## src/rtl/nand_seq_alu.sv

```systemverilog
// nand_seq_alu: a multi-cycle bitwise logic unit. One shared WIDTH-bit NAND
// stage is time-multiplexed by a micro-sequencer to build
// NAND/AND/OR/NOR/XOR/XNOR. It does one NAND evaluation per clock, and the
// requester uses a start/done handshake.
module nand_seq_alu #(
    parameter int unsigned WIDTH = 4
) (
    input  logic             clk,
    input  logic             rst,
    input  logic             start,
    input  logic [2:0]       op,
    input  logic [WIDTH-1:0] a,
    input  logic [WIDTH-1:0] b,
    output logic [WIDTH-1:0] y,
    output logic             busy,
    output logic             done,
    output logic             err,
    output logic [2:0]       steps
);

    localparam logic [2:0] OP_NAND = 3'd0;
    localparam logic [2:0] OP_AND  = 3'd1;
    localparam logic [2:0] OP_OR   = 3'd2;
    localparam logic [2:0] OP_NOR  = 3'd3;
    localparam logic [2:0] OP_XOR  = 3'd4;
    localparam logic [2:0] OP_XNOR = 3'd5;

    typedef enum logic [1:0] {ST_IDLE, ST_EXEC, ST_DONE} state_t;
    typedef enum logic [2:0] {SRC_A, SRC_B, SRC_W1, SRC_W2, SRC_W3, SRC_W4} src_t;
    typedef enum logic [2:0] {DST_W1, DST_W2, DST_W3, DST_W4, DST_Y} dst_t;

    state_t           state_q, state_n;
    logic [WIDTH-1:0] a_q, b_q;
    logic [2:0]       op_q;
    logic [2:0]       s_q;
    logic [WIDTH-1:0] w1_q, w2_q, w3_q, w4_q;

    src_t             x_sel_c, z_sel_c;
    dst_t             dst_c;
    logic             illegal_c;
    logic             last_c;
    logic             accept_c;
    logic [WIDTH-1:0] x_c, z_c, nand_c;

    // Micro-program ROM: (op, step) selects both NAND inputs and the destination.
    always_comb begin
        x_sel_c   = SRC_A;
        z_sel_c   = SRC_B;
        dst_c     = DST_Y;
        illegal_c = 1'b0;
        case (op_q)
            OP_NAND: begin
                dst_c = DST_Y;
            end
            OP_AND: begin
                case (s_q)
                    3'd0:    dst_c = DST_W1;
                    default: begin x_sel_c = SRC_W1; z_sel_c = SRC_W1; dst_c = DST_Y; end
                endcase
            end
            OP_OR, OP_NOR: begin
                case (s_q)
                    3'd0: begin x_sel_c = SRC_A; z_sel_c = SRC_A; dst_c = DST_W1; end
                    3'd1: begin x_sel_c = SRC_B; z_sel_c = SRC_B; dst_c = DST_W2; end
                    3'd2: begin
                        x_sel_c = SRC_W1;
                        z_sel_c = SRC_W2;
                        dst_c   = (op_q == OP_OR) ? DST_Y : DST_W3;
                    end
                    default: begin x_sel_c = SRC_W3; z_sel_c = SRC_W3; dst_c = DST_Y; end
                endcase
            end
            OP_XOR, OP_XNOR: begin
                case (s_q)
                    3'd0: begin x_sel_c = SRC_A; z_sel_c = SRC_B;  dst_c = DST_W1; end
                    3'd1: begin x_sel_c = SRC_A; z_sel_c = SRC_W1; dst_c = DST_W2; end
                    3'd2: begin x_sel_c = SRC_B; z_sel_c = SRC_W1; dst_c = DST_W3; end
                    3'd3: begin
                        x_sel_c = SRC_W2;
                        z_sel_c = SRC_W3;
                        dst_c   = (op_q == OP_XOR) ? DST_Y : DST_W4;
                    end
                    default: begin x_sel_c = SRC_W4; z_sel_c = SRC_W4; dst_c = DST_Y; end
                endcase
            end
            default: begin
                illegal_c = 1'b1;
            end
        endcase
    end

    // The final step of a program (or an illegal op) is the last EXEC cycle.
    assign last_c = illegal_c || (dst_c == DST_Y);

    // Operand muxes feeding the single shared NAND stage.
    always_comb begin
        x_c = a_q;
        z_c = b_q;
        case (x_sel_c)
            SRC_A:   x_c = a_q;
            SRC_B:   x_c = b_q;
            SRC_W1:  x_c = w1_q;
            SRC_W2:  x_c = w2_q;
            SRC_W3:  x_c = w3_q;
            SRC_W4:  x_c = w4_q;
            default: x_c = a_q;
        endcase
        case (z_sel_c)
            SRC_A:   z_c = a_q;
            SRC_B:   z_c = b_q;
            SRC_W1:  z_c = w1_q;
            SRC_W2:  z_c = w2_q;
            SRC_W3:  z_c = w3_q;
            SRC_W4:  z_c = w4_q;
            default: z_c = b_q;
        endcase
    end

    assign nand_c = ~(x_c & z_c);

    // Next-state logic: accepts requests in IDLE or DONE, ignores them in EXEC.
    always_comb begin
        state_n  = state_q;
        accept_c = 1'b0;
        case (state_q)
            ST_IDLE: begin
                if (start) begin
                    accept_c = 1'b1;
                    state_n  = ST_EXEC;
                end
            end
            ST_EXEC: begin
                if (last_c) begin
                    state_n = ST_DONE;
                end
            end
            ST_DONE: begin
                state_n = ST_IDLE;
                if (start) begin
                    accept_c = 1'b1;
                    state_n  = ST_EXEC;
                end
            end
            default: state_n = ST_IDLE;
        endcase
    end

    // State register.
    always_ff @(posedge clk) begin
        if (rst) begin
            state_q <= ST_IDLE;
        end else begin
            state_q <= state_n;
        end
    end

    // Operand latch, step counter, scratch writes and the registered outputs.
    always_ff @(posedge clk) begin
        if (rst) begin
            a_q   <= '0;
            b_q   <= '0;
            op_q  <= '0;
            s_q   <= '0;
            w1_q  <= '0;
            w2_q  <= '0;
            w3_q  <= '0;
            w4_q  <= '0;
            y     <= '0;
            err   <= 1'b0;
            steps <= '0;
            busy  <= 1'b0;
            done  <= 1'b0;
        end else begin
            busy <= (state_n == ST_EXEC);
            done <= (state_n == ST_DONE);
            if (accept_c) begin
                a_q  <= a;
                b_q  <= b;
                op_q <= op;
                s_q  <= '0;
                err  <= 1'b0;
            end else if (state_q == ST_EXEC) begin
                if (illegal_c) begin
                    y     <= '0;
                    err   <= 1'b1;
                    steps <= '0;
                end else begin
                    case (dst_c)
                        DST_W1:  w1_q <= nand_c;
                        DST_W2:  w2_q <= nand_c;
                        DST_W3:  w3_q <= nand_c;
                        DST_W4:  w4_q <= nand_c;
                        default: y    <= nand_c;
                    endcase
                    if (last_c) begin
                        steps <= s_q + 3'd1;
                    end else begin
                        s_q <= s_q + 3'd1;
                    end
                end
            end
        end
    end

endmodule

```

## config.mk

```make
export PLATFORM = sky130hd
export DESIGN_NAME = nand_seq_alu
export DESIGN_NICKNAME = d
export VERILOG_FILES = /design/src/rtl/nand_seq_alu.sv
export SDC_FILE = /design/constraint.sdc
export NUM_CORES = 1
export LEC_CHECK = 0
export ABC_AREA = 0
export CORE_MARGIN = 4
export CORE_UTILIZATION = 40
export CTS_BUF_LIST = sky130_fd_sc_hd__clkbuf_4
export DETAILED_ROUTE_END_ITERATION = 8
export SLEW_MARGIN = 5
export SYNTH_ARGS = -nofsm -noshare
export SYNTH_HDL_FRONTEND = slang
export SYNTH_SLANG_ARGS = --single-unit
```

## constraint.sdc

```tcl
create_clock -name clk -period 2.5 [get_ports clk]
set_clock_uncertainty 0.05 [all_clocks]
set_input_delay 0.375 -clock clk [delete_from_list [all_inputs] [get_ports clk]]
set_output_delay 0.375 -clock clk [all_outputs]
set_load 0.1 [all_outputs]
```

==> impl_metrics.toml <==
[synthesis]
ys_seq_elements = 42
synth.mux.area_fraction_pct = 5.04
synth_top_family_by_area = "compound AO/OA/AOI/OAI gates"
async_flop_share_pct = 0
synthCells = 299
avgSynthCellArea_um2 = 8.39
synth-xor-area-share_pct = 0.349
ys_seq_area_share_pct = 33.5
synth-compound-area-share_pct = 29.2
ys.flop_type = "dfxtp_1"
synthSimpleGateAreaFrac_pct = 24.7
synthesis.nets = 318
yosysWarnings = 0
yosysUniqueCellTypes = 60
synthAdderAreaFrac_pct = 2.50
syn-cell-area_mm2 = 0.00251
synth_edf_count = 0

[floorplanning]
rows = 28
die_area_mm2 = 0.00760
fp.coreArea_mm2 = 0.00599
fp.dieH_um = 87.2
start_util_pct = 41.9
die_w_um = 87.2
io_pins = 24

[routing]
drt_pre_antenna_iters = 5
wirelength_um = 7870
drtAntennaViolNets = 0
dr.first_iter.drc_count = 182
dr_total_vias = 2525
routedWlPerCell_um = 17.9
drc = 0
routed_via_density = 5.74

[final_layout]
final_nets = 383
diodes = 0
drive_gt1_share_pct = 40.0
design_area_mm2 = 0.00358
final_common_cell = "buf_4"
areaGrowthSynthToFinish_pct = 42.8
nFillCells = 520
layout_common_cells = "buf_4 (60), dfxtp_1 (38), nand2_1 (37)"

[worst_setup_path]
rr_worst_depth = 10
crit_fanout = 5
cp_slowest_stage_delay_ns = 0.44
r2r-end = "w3_q[2]"
cp_slowest_cell = "nor4_4"
startpoint_type = "flip-flop"
path_cells = "inv_4 -> ha_4 -> buf_4 -> nor2b_4 -> nor3_1 -> or2_4 -> a221o_1 -> a31oi_4 -> nor4_4 -> a211oi_2"
reg2reg_slack_ns = 0.006
crit_arrival_ns = 2.70
cp-end-kind = "flip-flop"
required_ns = 2.71
worstSetupPathType = "flip-flop to flip-flop"
timing.rr.start = "s_q[0]"

[clock_network]
cts_root_buf = "clkbuf_4"
cts_hold_buf = 0
clk_latency_ns = 0.37
clkSinkCount = 42
numCtsBuffers = 5
h-tree-depth = 2
clk_pin_slew_ns = 0.14
cts_tree = "yes"
cts_buffer_depth = 2

[timing]
whs_ns = 0.437
slew_headroom_pct = 63.0
finalMaxSlewViolations = 0
worst_slew_pin_slew_ns = 0.556
hold_viol = 0
setup_viol = 0
fmax_ghz = 0.401
rsz0062_at_grt = "yes"
fin_crit_sh_pct = 99.8
period_needed_ns = 2.49

[global_routing]
antenna_found_initial = 0
track_usage_pct = 20.9
grt_pass1_wl_um = 12300
first_global_vias = 2413
grt_max_degree = 27
gr-total-overflow = 0

[min_path]
whs_endpoint = "b_q[3]"
hold_path_depth = 2
hold_class = "flip-flop to flip-flop"
worstHoldStart = "b_q[3]"

[power_and_ir_drop]
p_leak_nw = 1.32
ir_drop_uv = 396
power.density_mw_per_mm2 = 480

[outcome]
status = "completed"

[placement]
gp_congestion = 0.981
dpl_cell_area_mm2 = 0.00304
port_buffers = 23
dp_hpwl_um = 5330

[job]
maxCapViolCount = 0
==> logic make-up (layout without fill, tap and decap cells) <==
logic type               after synthesis  after routing
AND/OR/NAND/NOR                      117            117
AO/OA/AOI/OAI                         96             96
flip-flops                            42             42
buffers and inverters                 26             92
multiplexers                          12             12
adder cells (fa/ha/maj)                5              5
XOR/XNOR                               1              1
==> through the flow <==
stage / utilization, % / instances / worst slack, ns / power, W / setup TNS [ns]
4_1_cts: 55.5 / 436 / -0.0125 / 0.00168 / -0.0292
5_1_grt: 59.8 / 440 / -0.0798 / 0.00181 / -1.07
3_5_place_dp: 50.7 / 422 / -0.131 / 0.00110 / -1.55
6_report: 59.8 / 440 / 0.00560 / 0.00172 / 0
3_3_place_gp: 50.7 / 422 / -0.0869 / 0.00110 / -1.13
2_1_floorplan: - / 299 / 0.0353 / 0.000984 / 0
==> cell type report <==
class / count / area [um2] / share of cell area (%)
tap: 75 / 93.8 / 2.62
clock buffer: 5 / 37.5 / 1.05
inverter: 9 / 36.3 / 1.01
multi-input combinational: 231 / 1890 / 52.8
sequential: 42 / 848 / 23.7
clock inverter: 3 / 68.8 / 1.92
timing repair buffer: 75 / 603 / 16.8
==> sequential cells by signal, summed over array words and instances (netlist names), 2 cells and up <==
register	flops
w3_q	4
a_q	4
w1_q	4
w2_q	4
b_q	4
w4_q	4
y	4
state_q	2
s_q	3
op_q	3
steps	3
==> worst max-delay path by stage <==
stage	end	cells past startpoint	startpoint
after global placement	w4_q[0]	10	s_q[0]
final	w3_q[2]	10	s_q[0]
after detailed placement	w3_q[2]	8	s_q[0]
after global routing	w1_q[1]	12	s_q[1]
after CTS	w2_q[1]	10	s_q[1]
after floorplan	w1_q[0]	9	s_q[0]
==> Yosys cell counts, types with 2 or more instances <==
library cell,number,share of area (%)
nor4_1,2,0.50
nand2b_1,5,1.2
a221o_1,4,1.6
o21ai_1,3,0.60
nand3_1,2,0.40
or3_1,3,0.75
ha_1,5,2.5
a221oi_1,2,0.70
a21boi_0,2,0.60
nor2b_1,10,2.5
a22oi_1,6,1.8
o32ai_1,4,1.4
buf_2,6,1.2
o221ai_1,2,0.70
o211ai_1,5,1.5
inv_1,9,1.3
mux2i_1,10,4.0
a211oi_1,12,3.6
a211oi_2,5,2.5
nor2_1,36,5.4
o21ai_0,7,1.4
clkbuf_1,8,1.2
nor3_2,2,0.80
a31oi_1,4,1.0
a21o_1,2,0.60
o31a_1,2,0.70
and4bb_4,2,1.3
nor3b_2,2,1.0
nor3_1,4,0.80
dfxtp_1,42,34
a21oi_1,16,3.2
o22ai_1,7,1.7
nand2_1,39,5.8
o2bb2ai_1,3,1.0
==> power breakdown <==
part / total [W] / switching [W] / internal [W]
logic: 0.000420 / 0.000254 / 0.000165
registers: 0.000735 / 0.0000358 / 0.000699
clock network: 0.000565 / 0.000253 / 0.000313
total: 0.00172 / 0.000543 / 0.00118
==> timing repair <==
action,4_1_cts,5_1_grt
setup buffers,6,4
pin swaps,12,33
gates resized for setup,29,48
hold endpoints to repair,0,0
endpoints found under the setup margin,20,26
==> layer usage <==
metal | GRT usage [%] | wire length, um | share of wire [%] | vias up
li1 | - | - | - | 1226
met1 | 29.9 | 3550 | 45 | 1213
met2 | 31.4 | 3720 | 47 | 71
met3 | 3.12 | 414 | 5.3 | 15
met4 | 8.37 | 183 | 2.3 | 0
met5 | 0 | 0 | 0 | -
==> worst max-delay path, delay by kind of cell (launching register included) <==
family | cells | cell delay [ns]
AOI/OAI and AO/OA | 3 | 0.45
and+or+nand+nor | 4 | 1.12
DFF | 1 | 0.42
buffers and inverters | 2 | 0.19
adders and majority gates | 1 | 0.15
(Power assumes the default switching activity.)
